### src/rtl/result_reader_pkg.sv
// result_reader_pkg
// Shared definitions for the result read-back path. It holds the bus region
// codes decoded from araddr[31:28], the default layer1 result word count, the
// reader state enum and a region-hit helper.
package result_reader_pkg;

    // Bus region codes carried in araddr[31:28]
    localparam logic [3:0] REGION_PIXEL     = 4'b0001;
    localparam logic [3:0] REGION_WEIGHT    = 4'b0010;
    localparam logic [3:0] REGION_RESULT    = 4'b0011;
    localparam logic [3:0] REGION_BIAS      = 4'b0100;
    localparam logic [3:0] REGION_IMAGE_SET = 4'b0101;
    localparam logic [3:0] REGION_INTERRUPT = 4'b0110;

    // Number of layer1 result words (32x32x8)
    localparam logic [15:0] RESULT_NUM_DEFAULT = 16'd8192;

    localparam int COUNT_WIDTH = 16;

    typedef enum logic [2:0] {
        R_IDLE,
        R_ADDR,
        R_MEM,
        R_CAP,
        R_RESP,
        R_FINISH
    } result_state_t;

    // Only the region nibble selects the result block; the low bits are
    // ignored because reads are sequential from an internal counter.
    function automatic logic is_result_hit(input logic [31:0] addr);
        return addr[31:28] == REGION_RESULT;
    endfunction

endpackage

### src/rtl/result_reader_counter.sv
// result_reader_counter
// Word sequence counter with a keep/clear interface.
// Ports:
//   clk, rst : clock, asynchronous active-high reset
//   keep     : 1 holds the current value, 0 advances by one
//   clear    : synchronous clear to zero, takes priority over keep
//   count    : current count; it saturates at all-ones and never wraps
module result_reader_counter #(
    parameter int WIDTH = 16
) (
    input  logic             clk,
    input  logic             rst,
    input  logic             keep,
    input  logic             clear,
    output logic [WIDTH-1:0] count
);

    always_ff @(posedge clk or posedge rst) begin
        if (rst) begin
            count <= '0;
        end else if (clear) begin
            count <= '0;
        end else if (!keep && (count != {WIDTH{1'b1}})) begin
            count <= count + 1'b1;
        end
    end

endmodule

### src/rtl/result_reader.sv
// result_reader
// Serves layer1 results to a bus read channel. Each accepted read in the
// result region returns the next result word, sign-extended to 32 bits. After
// RESULT_NUM words the block reports done. Further reads return zero until
// result_restart is pulsed.
// Ports:
//   clk, rst                    : clock, asynchronous active-high reset
//   araddr/arvalid/arready      : read-address channel (region in [31:28])
//   rdata/rvalid/rready         : read-data channel
//   layer1_result_ready         : result memory stable, sampled in idle only
//   result_restart              : return from finish to idle
//   read_result_mem/result_mem_addr/result_mem_data : result memory port
//   result_read_done            : all words delivered
module result_reader
    import result_reader_pkg::*;
#(
    parameter logic [15:0] RESULT_NUM = RESULT_NUM_DEFAULT
) (
    input  logic        clk,
    input  logic        rst,
    input  logic [31:0] araddr,
    input  logic        arvalid,
    output logic        arready,
    output logic [31:0] rdata,
    output logic        rvalid,
    input  logic        rready,
    input  logic        layer1_result_ready,
    input  logic        result_restart,
    output logic        read_result_mem,
    output logic [15:0] result_mem_addr,
    input  logic [15:0] result_mem_data,
    output logic        result_read_done
);

    result_state_t state;
    logic [COUNT_WIDTH-1:0] count;
    logic hit;
    logic word_handshake;
    logic last_word;

    assign hit = is_result_hit(araddr);

    // arready must follow araddr in the same cycle, so it is decoded from
    // state. In finish it stays low while a zero response is pending.
    assign arready = hit && ((state == R_ADDR) ||
                             ((state == R_FINISH) && !rvalid));

    assign word_handshake = (state == R_RESP) && rvalid && rready;

    // The compare uses the post-increment count
    assign last_word = (count + 16'd1) == RESULT_NUM;

    result_reader_counter #(
        .WIDTH(COUNT_WIDTH)
    ) result_read_counter (
        .clk   (clk),
        .rst   (rst),
        .keep  (!word_handshake),
        .clear (word_handshake && last_word),
        .count (count)
    );

    // Reader FSM. The memory strobe and address are single-cycle pulses
    // issued on the address accept, so they are valid during R_MEM only.
    // The memory answers one cycle later, and R_CAP captures that data.
    always_ff @(posedge clk or posedge rst) begin
        if (rst) begin
            state            <= R_IDLE;
            rdata            <= '0;
            rvalid           <= 1'b0;
            read_result_mem  <= 1'b0;
            result_mem_addr  <= '0;
            result_read_done <= 1'b0;
        end else begin
            read_result_mem <= 1'b0;
            result_mem_addr <= '0;
            case (state)
                R_IDLE: begin
                    if (layer1_result_ready) begin
                        state <= R_ADDR;
                    end
                end
                R_ADDR: begin
                    if (arvalid && hit) begin
                        state           <= R_MEM;
                        read_result_mem <= 1'b1;
                        result_mem_addr <= count;
                    end
                end
                R_MEM: begin
                    state <= R_CAP;
                end
                R_CAP: begin
                    rdata  <= {{16{result_mem_data[15]}}, result_mem_data};
                    rvalid <= 1'b1;
                    state  <= R_RESP;
                end
                R_RESP: begin
                    if (rvalid && rready) begin
                        rvalid <= 1'b0;
                        if (last_word) begin
                            state            <= R_FINISH;
                            result_read_done <= 1'b1;
                        end else begin
                            state <= R_ADDR;
                        end
                    end
                end
                R_FINISH: begin
                    if (result_restart) begin
                        state            <= R_IDLE;
                        result_read_done <= 1'b0;
                        rvalid           <= 1'b0;
                    end else if (rvalid) begin
                        if (rready) begin
                            rvalid <= 1'b0;
                        end
                    end else if (arvalid && hit) begin
                        rdata  <= '0;
                        rvalid <= 1'b1;
                    end
                end
                default: begin
                    state <= R_IDLE;
                end
            endcase
        end
    end

endmodule
### config.mk
export PLATFORM = sky130hd
export DESIGN_NAME = result_reader
export DESIGN_NICKNAME = d
export VERILOG_FILES = /design/src/rtl/result_reader_pkg.sv /design/src/rtl/result_reader_counter.sv /design/src/rtl/result_reader.sv
export SDC_FILE = /design/constraint.sdc
export NUM_CORES = 1
export LEC_CHECK = 0
export CAP_MARGIN = 20
export CELL_PAD_IN_SITES_DETAIL_PLACEMENT = 0
export CELL_PAD_IN_SITES_GLOBAL_PLACEMENT = 1
export CORE_MARGIN = 2
export CORE_UTILIZATION = 35
export CTS_BUF_LIST = sky130_fd_sc_hd__clkbuf_8
export DETAILED_ROUTE_END_ITERATION = 7
export GPL_ROUTABILITY_DRIVEN = 0
export PLACE_DENSITY_LB_ADDON = 0.1
export SYNTH_ARGS = -nofsm -noshare
export SYNTH_HDL_FRONTEND = slang
export SYNTH_SLANG_ARGS = --single-unit
export TNS_END_PERCENT = 1
### constraint.sdc
create_clock -name clk -period 2.7 [get_ports clk]
set_input_delay 0.54 -clock clk [delete_from_list [all_inputs] [get_ports clk]]
set_output_delay 0.54 -clock clk [all_outputs]
set_load 0.03 [all_outputs]
* Yosys cells after proc, flatten, opt, wreduce, memory -nomap -nowiden
Cells that the tools add are included.
W data, S select, Z words.
** Storage, ports and cells
- Flip-flop bits (word level) :: 70
- Input bits :: 54
- Output and inout port bits :: 52
- Logic and storage cells :: 68
** Cells by class
- Add/subtract/negate cells :: 1
- Eq/ne operators :: 16
- Mux-type cells :: 25
- Reductions and logical operators :: 19
** Operator list (count)
- $mux W32 :: 3
- $mux W16 :: 4
- $pmux W32 S2 :: 1
- $pmux W3 S6 :: 1
- $add A16 B1 Y16 const B :: 1
- $eq A16 B14 Y1 const B :: 1
- $ne A16 B16 Y1 const B :: 1
- $mux W3 :: 5
- $reduce_and A4 Y1 :: 3
- $ne A2 B2 Y1 const B :: 5
- $mux W1 :: 9
- $logic_and A1 B1 Y1 :: 8
- $eq A3 B2 Y1 const B :: 2
- $eq A3 B3 Y1 const B :: 2
- $ne A2 B1 Y1 const B :: 3
- $reduce_bool A2 Y1 :: 3
- $eq A4 B2 Y1 const B :: 1
- $eq A3 B1 Y1 const B :: 1
- $logic_not A3 Y1 :: 1
- $pmux W1 S3 :: 1
- $reduce_bool A3 Y1 :: 1
- $pmux W1 S2 :: 1
- $reduce_and A2 Y1 :: 1
- $logic_not A1 Y1 :: 1
- $logic_or A1 B1 Y1 :: 1

* Depth between registers and ports, before layout
Gate-level depths: netlist of run 1.
- Depth after elaboration :: 6
- Gate-level depth with buffers :: 7
- Mapped depth without buffers :: 7

* Modules after synthesis
Synthesis of run 1 repeated with hierarchy kept, for this count alone.
** Second synthesis, totals
- Cells, all modules :: 239
- Area, all modules :: 2630.0 sq um
** By module, submodules not included
- result_reader :: instances 1, cells each 138, area each 1627.8 sq um, sequential area each 950.9 sq um
- result_reader_counter :: instances 1, cells each 101, area each 1002.2 sq um, sequential area each 400.4 sq um

* Worst setup path before layout of run 1
Ideal clock, no wire load.
- Kind :: register to register
- From :: register rvalid
- To :: register result_read_counter.count[12]
- Library setup time :: 79 ps
- Arrival time :: 1722 ps
- Data required time :: 2621 ps
- Setup slack :: 898 ps
- Cell stages (with the launch flop) :: 7
- Buffers on the path :: 0
- Clock period less this slack :: 1802 ps
- Path through :: dfrtp_1 -> nand2_1 -> or3_4 -> a21oi_4 -> nand4_4 -> nor2_2 -> xor2_1
** Between the ends
- Word-level cells in the longest chain between the ends :: 4
- Elaborated cells between the ends (all ways) :: 6
- Classes of those cells :: mux (1); reduce/logical (5)
** RTL lines
- start: declaration :: RTL line result_reader.sv:25 : output logic rvalid,
- start signal: assignment :: RTL line result_reader.sv:70 : rvalid <= 1'b0;
- start signal: assignment :: RTL line result_reader.sv:95 : rvalid <= 1'b1;
- start signal: assignment :: RTL line result_reader.sv:100 : rvalid <= 1'b0;
- $logic_and A1 B1 Y1 (*) (2 in a row) :: RTL line result_reader.sv:48 : assign word_handshake = (state == R_RESP) && rvalid && rready;
- $logic_and A1 B1 Y1, on equally long branches :: RTL line result_reader.sv:59, result_reader_counter.sv:23
- $mux W16 / $reduce_bool A2 Y1 (equally long branches)
- end signal: assignment :: RTL line result_reader_counter.sv:24 : count <= count + 1'b1;
- end: declaration :: RTL line result_reader_counter.sv:15 : output logic [WIDTH-1:0] count
Mark *: on every way between the ends. The rest lies on a longest branch, timed or not.
A chain may end at the register's enable or synchronous reset.

==> results of run 1 <==
-- state kept, by name, summed over array words and instances (netlist names) --
| name | flops |
|---|---|
| rdata | 16 |
| result_read_done | 1 |
| read_result_mem | 1 |
| result_read_counter.count | 16 |
| state | 3 |
| result_mem_addr | 16 |
| rvalid | 1 |
-- power groups by stage --
stage                     clock [mW]  sequential, mW  combinational, mW
final                          0.531           0.808             0.0548
after detailed placement           0           0.824             0.0569
after CTS                      0.556           0.808             0.0570
after global placement             0           0.824             0.0567
after floorplan                    0           0.824             0.0135
after global routing           0.593           0.808             0.0612
-- layer usage --
layer	part of all wire, %	vias up	track usage (%)
li1	-	898	-
met1	49	876	19.3
met2	44	55	21.7
met3	5.5	6	2.86
met4	1.5	0	4.55
met5	0	-	0
-- cell usage after synthesis (4+ instances only) --
master,number
nand2_1,17
xor2_1,5
nand3_1,7
nand4_1,5
a21oi_1,5
buf_4,17
dfrtp_1,54
and2_1,19
a22o_1,16
xnor2_1,12
nor2_1,9
nor2_2,4
clkbuf_1,7
nor3_1,5
and3_1,5
-- cell families after synthesis --
logic type / Yosys count
flip-flops: 54
multiplexers: 1
XOR/XNOR: 17
buffers and inverters: 31
adder cells (fa/ha/maj): 1
AO/OA/AOI/OAI: 39
AND/OR/NAND/NOR: 87
-- cell usage in the layout, fill, tap and decap left out, drive strengths merged --
| cell type | synthesis | routed |
|---|---|---|
| a211o | 2 | 2 |
| a211oi | 3 | 3 |
| a21o | 1 | 1 |
| a21oi | 6 | 6 |
| a22o | 16 | 16 |
| a31oi | 2 | 2 |
| and2 | 19 | 19 |
| and2b | 1 | 1 |
| and3 | 5 | 5 |
| buf | 19 | 4 |
| bufinv | 0 | 1 |
| clkbuf | 9 | 5 |
| clkdlybuf4s50 | 0 | 76 |
| clkinv | 0 | 2 |
| dfrtp | 54 | 54 |
| ha | 1 | 1 |
| inv | 3 | 3 |
| mux2i | 1 | 1 |
| nand2 | 17 | 17 |
| nand2b | 2 | 2 |
| nand3 | 7 | 7 |
| nand4 | 6 | 6 |
| nor2 | 13 | 13 |
| nor2b | 2 | 2 |
| nor3 | 5 | 5 |
| nor3b | 1 | 1 |
| nor4 | 4 | 4 |
| o211ai | 2 | 2 |
| o21ai | 4 | 4 |
| o311ai | 1 | 1 |
| o31ai | 2 | 2 |
| or2 | 1 | 1 |
| or3 | 2 | 2 |
| or4 | 2 | 2 |
| xnor2 | 12 | 12 |
| xor2 | 5 | 5 |
-- metrics by stage --
stage                     instance area, um2  worst slack [ns]  instances
after floorplan                         2520             0.845        230
after global placement                  3250             0.373        378
after detailed placement                3250             0.367        378
after CTS                               3360             0.445        386
after global routing                    3360             0.378        386
final                                   3360             0.480        386
-- final timing paths --
kind / cells after the start / start / end / slack (ns)
setup / recovery: 1 / rdata[30] / rdata[18] / 0.48
hold / removal: 1 / rdata[9] / rdata[9] / 0.51
setup reg to reg: 6 / result_read_counter.count[8] / result_read_counter.count[13] / 0.75
hold reg to reg: 1 / rdata[9] / rdata[9] / 0.51
max in group asynchronous: 3 / rst / rdata[7] / 1.52
min in group asynchronous: 3 / rst / result_mem_addr[7] / 0.74
-- cell type report --
type | count | area, um2 | area share, %
Sequential cell | 54 | 1350 | 40.2
Multi-Input combinational cell | 145 | 980 | 29.1
Timing Repair Buffer | 80 | 791 | 23.5
Tap cell | 96 | 120 | 3.57
Clock buffer | 5 | 68.8 | 2.05
Clock inverter | 3 | 40.0 | 1.19
Inverter | 3 | 11.3 | 0.335
==> reports/metrics.csv, run 1 <==
stage;metric;value;unit
hold_path;Hold Path Class;flop to flop;
sta;unrepaired setup endpoints after global routing;false;
logic_synthesis;post-synthesis compound-gate area fraction;12.1;%
global_routing;GRT overflow;0;
run_status;status;completed;
logic_synthesis;synthesis-stage register bit count;54;
drt;Starting DRT DRC Count;126;
floorplan;total die area;7900;um2
place;PortBufs;77;
sta;Slew Viols, Final;0;
logic_synthesis;post-synth top area share;53.6;%
clock_network;Longest Clk Path Bufs;2;
setup_path;CP cell instances;clkdlybuf4s50_1;
clock_network;CTS tree;yes;
logic_synthesis;largest area contributor in the netlist;dfrtp_1;
setup_path;crit path DAT;1.68;ns
setup_path;Worst EP required;2.16;ns
finish;# diodes;0;
floorplan;io pins;106;
logic_synthesis;Post-Synth Adder-Cell Area;0.496;%
floorplan;Starting Density;36.7;%
setup_path;WP buf/inv;1;
clock_network;CTS Sinks;54;
power;Power Density;414;nW/um2
sta;number of setup violations in the final report;0;
clock_network;root buffer cell;clkbuf_8;
setup_path;delay-heaviest family, CP;buffers and inverters;
logic_synthesis;Post-Syn Area;2520;um2
sta;final hold vios;0;
global_routing;global router's overall resource usage;13.9;%
sta;f_max;0.451;GHz
sta;worst-margin pin slew;0.668;ns
power;Clock power frac;38.1;%
sta;setup TNS;0;ns
drt;Detail Route Antenna Nets;0;
sta;WHS;0.507;ns
floorplan;Rows;30;
logic_synthesis;register area share after synthesis;53.6;%
power;sw frac;20.0;%
clock_network;H-tree Lvls;2;
logic_synthesis;multiplexer share of the synthesized area;0.397;%
clock_network;# Post-CTS Setup Buffers;0;
global_routing;initial antenna violation count;0;
logic_synthesis;Synth cell types;44;
finish;area grow syn2layout;33.3;%
setup_path;CP peak stage delay;0.76;ns
finish;share of cells above drive strength 1;7.93;%
clock_network;Clk Latency, worst-skew pair;0.30;ns
logic_synthesis;synth top area cells;dfrtp_1, a22o_1, buf_4, and2_1, xnor2_1;
run;number of max-cap violations;0;
power;maximum vdd ir drop;0.000191;V
global_routing;first-pass GRT wire length;8530;um
logic_synthesis;Post-Synth XOR/XNOR Area;5.90;%
drt;DR vias/cell;4.75;
floorplan;die height;88.9;um
clock_network;Hold-fix buffers, CTS;0;
finish;fin util;48.9;%
logic_synthesis;cells after synthesis;230;
setup_path;WS Path Type;flop to output port;
global_routing;largest net degree at the start of global routing;55;
floorplan;Die W;88.9;um
logic_synthesis;ys async rst share;100;%
drt;Total Wirelength;5040;um
floorplan;core area;6870;um2
drt;Initial DRT Pass Iterations;4;
logic_synthesis;post-synthesis net count;285;
drt;total number of vias;1835;
logic_synthesis;combinational family with the most area after synthesis;simple AND/OR/NAND/NOR gates;
sta;Rel. slew slack;55.5;%
sta;fin crit share;82.2;%
sta;Worst Skew;0.00493;ns
drt;wire per inst;13.1;um
place;HPWL Detailed;3480;um
power;internal cell power;1.11;mW
finish;Layout fillers;650;
logic_synthesis;yosys warns;0;
clock_network;cts bufs inserted;5;
setup_path;Startpoint Class;flop;
logic_synthesis;simple-gate share of the synthesized area;19.9;%
sta;Final min period;2.22;ns
finish;nets;344;
power;switching power;0.279;mW
setup_path;Setup crit end kind;output port;
clock_network;Reg clk slew, reported paths;0.09;ns
setup_path;crit-path max FO;18;
global_routing;vias in the first global route;1757;
logic_synthesis;ys flop type;dfrtp_1;
clock_network;Post-CTS Resized;0;
logic_synthesis;Post-synth EDFFs;0;
power;leakage power;1.47;nW
drt;DRC;0;
power;Seq pwr share;58.0;%
power;Power Total;1.39;mW
logic_synthesis;synthesized area per cell;11.0;um2
setup_path;slowest CP cell;clkdlybuf4s50_1;
power;Gate power share;3.9;%
Power figures use the tool's default switching activity.
==> run 2: changes to the inputs <==
Settings changed: CORE_UTILIZATION 35 to 30.
Clock period 2.7 ns to 1.8 ns, I/O delays scaled along.
==> reports/metrics.csv, run 2 (same netlist as run 1, synthesis figures left out) <==
stage;metric;value;unit;change
drt;wire per inst;13.4;um;+2.9%
clock_network;CTS tree;yes;;
sta;final worst setup slack;-0.0749;ns;-0.555 ns
clock_network;Clk Latency, worst-skew pair;0.30;ns;about the same
drt;Initial DRT Pass Iterations;4;;unchanged
drt;Total Wirelength;5720;um;+14%
setup_path;CP cell instances;ha_2, nand4_1, nor3_2, or3_1, a211o_1, o211ai_1, o21ai_1;;
clock_network;root buffer cell;clkbuf_8;;
global_routing;first-pass GRT wire length;9650;um;+13%
clock_network;Reg clk slew, reported paths;0.10;ns;about the same
global_routing;GRT busiest layer;met2;;
drt;DRC;0;;unchanged
sta;number of setup violations in the final report;7;;+7
finish;nets;375;;+9.0%
floorplan;die height;95.7;um;+7.6%
clock_network;Longest Clk Path Bufs;2;;unchanged
setup_path;Setup crit end kind;flop;;
sta;f_max;0.533;GHz;
floorplan;Die W;95.7;um;+7.6%
power;maximum vdd ir drop;0.000433;V;+130%
sta;Rel. slew slack;68.8;%;+13 points
clock_network;Hold-fix buffers, CTS;0;;unchanged
sta;WHS;0.388;ns;-0.119 ns
setup_path;crit-path max FO;3;;-15
floorplan;Starting Density;30.9;%;-5.9 points
setup_path;CP peak stage delay;0.41;ns;-0.35 ns
finish;# diodes;0;;unchanged
global_routing;met2 global-route usage;20.7;%;-0.96 points
drt;total number of vias;1937;;+5.6%
finish;Final Cell Area;3670;um2;+9.1%
drt;DR vias/cell;4.55;;-4.4%
global_routing;vias in the first global route;1884;;+7.2%
drt;Detail Route Antenna Nets;0;;unchanged
global_routing;largest net degree at the start of global routing;20;;-64%
global_routing;initial antenna violation count;0;;unchanged
setup_path;WS Path Type;flop to flop;;
floorplan;Rows;33;;+10%
global_routing;global router's overall resource usage;13.6;%;-0.23 points
clock_network;cts bufs inserted;5;;unchanged
setup_path;slowest CP cell;dfrtp_1;;
finish;share of cells above drive strength 1;20.2;%;+12 points
clock_network;CTS Sinks;54;;unchanged
sta;unrepaired setup endpoints after global routing;true;;
floorplan;io pins;106;;unchanged
floorplan;total die area;9160;um2;+16%
clock_network;H-tree Lvls;2;;unchanged
setup_path;Startpoint Class;flop;;
run_status;status;complete, but fails checks;;
finish;area grow syn2layout;45.4;%;
sta;Worst Skew;0.00467;ns;-0.000254 ns
place;PortBufs;77;;unchanged
power;Power Total;2.11;mW;+51%
global_routing;met1 Usage GRT;19.3;%;+0.042 points
sta;Slew Viols, Final;0;;unchanged
hold_path;Hold Path Class;primary input to asynchronous set/reset pin;;
sta;worst-margin pin slew;0.468;ns;-0.200 ns
sta;fin crit share;104;%;
place;Setup Slack @ Placement;-0.282;ns;-0.648 ns
finish;commonest non-fill, non-tap cell in the layout;clkdlybuf4s50_1;;
run;number of max-cap violations;0;;unchanged
finish;biggest regs;rdata x16, result_mem_addr x16, result_read_counter.count x16;;
setup_path;worst-case reg-to-reg path depth;7;;+1
global_routing;met3 GRT Util;2.51;%;-0.36 points
setup_path;crit path DAT;2.07;ns;+0.39 ns
drt;Starting DRT DRC Count;81;;-36%
place;HPWL Detailed;4260;um;+22%
floorplan;core area;8180;um2;+19%
run_status;failing checks;negative setup slack;;
finish;fin util;44.9;%;-4.1 points
sta;final hold vios;0;;unchanged
power;leakage power;1.75;nW;+20%
global_routing;GRT overflow;0;;unchanged
sta;Final min period;1.87;ns;
power;Power Density;575;nW/um2;+39%
finish;most frequent cells in the layout;clkdlybuf4s50_1, dfrtp_1, buf_4;;
place;placed inst area;3520;um2;+8.1%
setup_path;Worst EP required;1.99;ns;-0.17 ns
run 2: changes by cell type in the layout (fill, tap and decap cells not counted), moves of 3 or more:
cell and change:
clkdlybuf4s50_1 -18, dlygate4sd2_1 +17, dfrtp_2 +3, dfrtp_1 -3, buf_4 +27
run 2: report_power, final:
group	total [mW]	switching, mW	leakage [nW]	internal (mW)
combinational	0.0964	0.0368	0.955	0.0596
clock	0.800	0.394	0.0607	0.406
sequential	1.21	0	0.739	1.21
total	2.11	0.431	1.75	1.68
run 2: final timing paths:
check,from,to,slack (ns)
max,result_read_counter.count[1],result_read_counter.count[0],-0.07
min,rst,result_mem_addr[7],0.39
max reg2reg,result_read_counter.count[1],result_read_counter.count[0],-0.07
min reg2reg,result_read_done,result_read_done,0.50
max in group asynchronous,rst,rdata[30],0.94
min in group clk,result_read_done,result_read_done,0.50
run 2: what timing repair did:
action                                  CTS  global route
pin swaps                                 2             7
endpoints found under the setup margin   35            26
resized for setup                        23            12
hold endpoints to repair                  0             0
buffers inserted                          0             1
run 2: layout make-up:
type                    count  area, um2
inverters                   3       11.3
well taps                 105        131
clock buffers               5       68.8
fillers                   810       4510
repair buffers            111       1040
multi-input cells         145       1030
clock inverters             3       37.5
flip-flops and latches     54       1360
run 2: metrics by stage:
step           setup TNS (ns)  instances
6_report               -0.257        426
5_1_grt                 -1.37        426
4_1_cts                -0.303        425
3_5_place_dp            -9.28        417
3_3_place_gp            -9.45        417
2_1_floorplan               0        230
run 2: critical path, delay by kind of cell (launching register included):
family	cells	cell delay [ns]
AO/OA/AOI/OAI	3	0.62
adder cells (fa/ha/maj)	1	0.22
flip-flops	1	0.41
AND/OR/NAND/NOR	3	0.51
run 2: routing by layer:
layer | wire length, um | vias to the layer above
li1 | - | 961
met1 | 2840 | 918
met2 | 2520 | 50
met3 | 240 | 8
met4 | 117 | 0
met5 | 0 | -
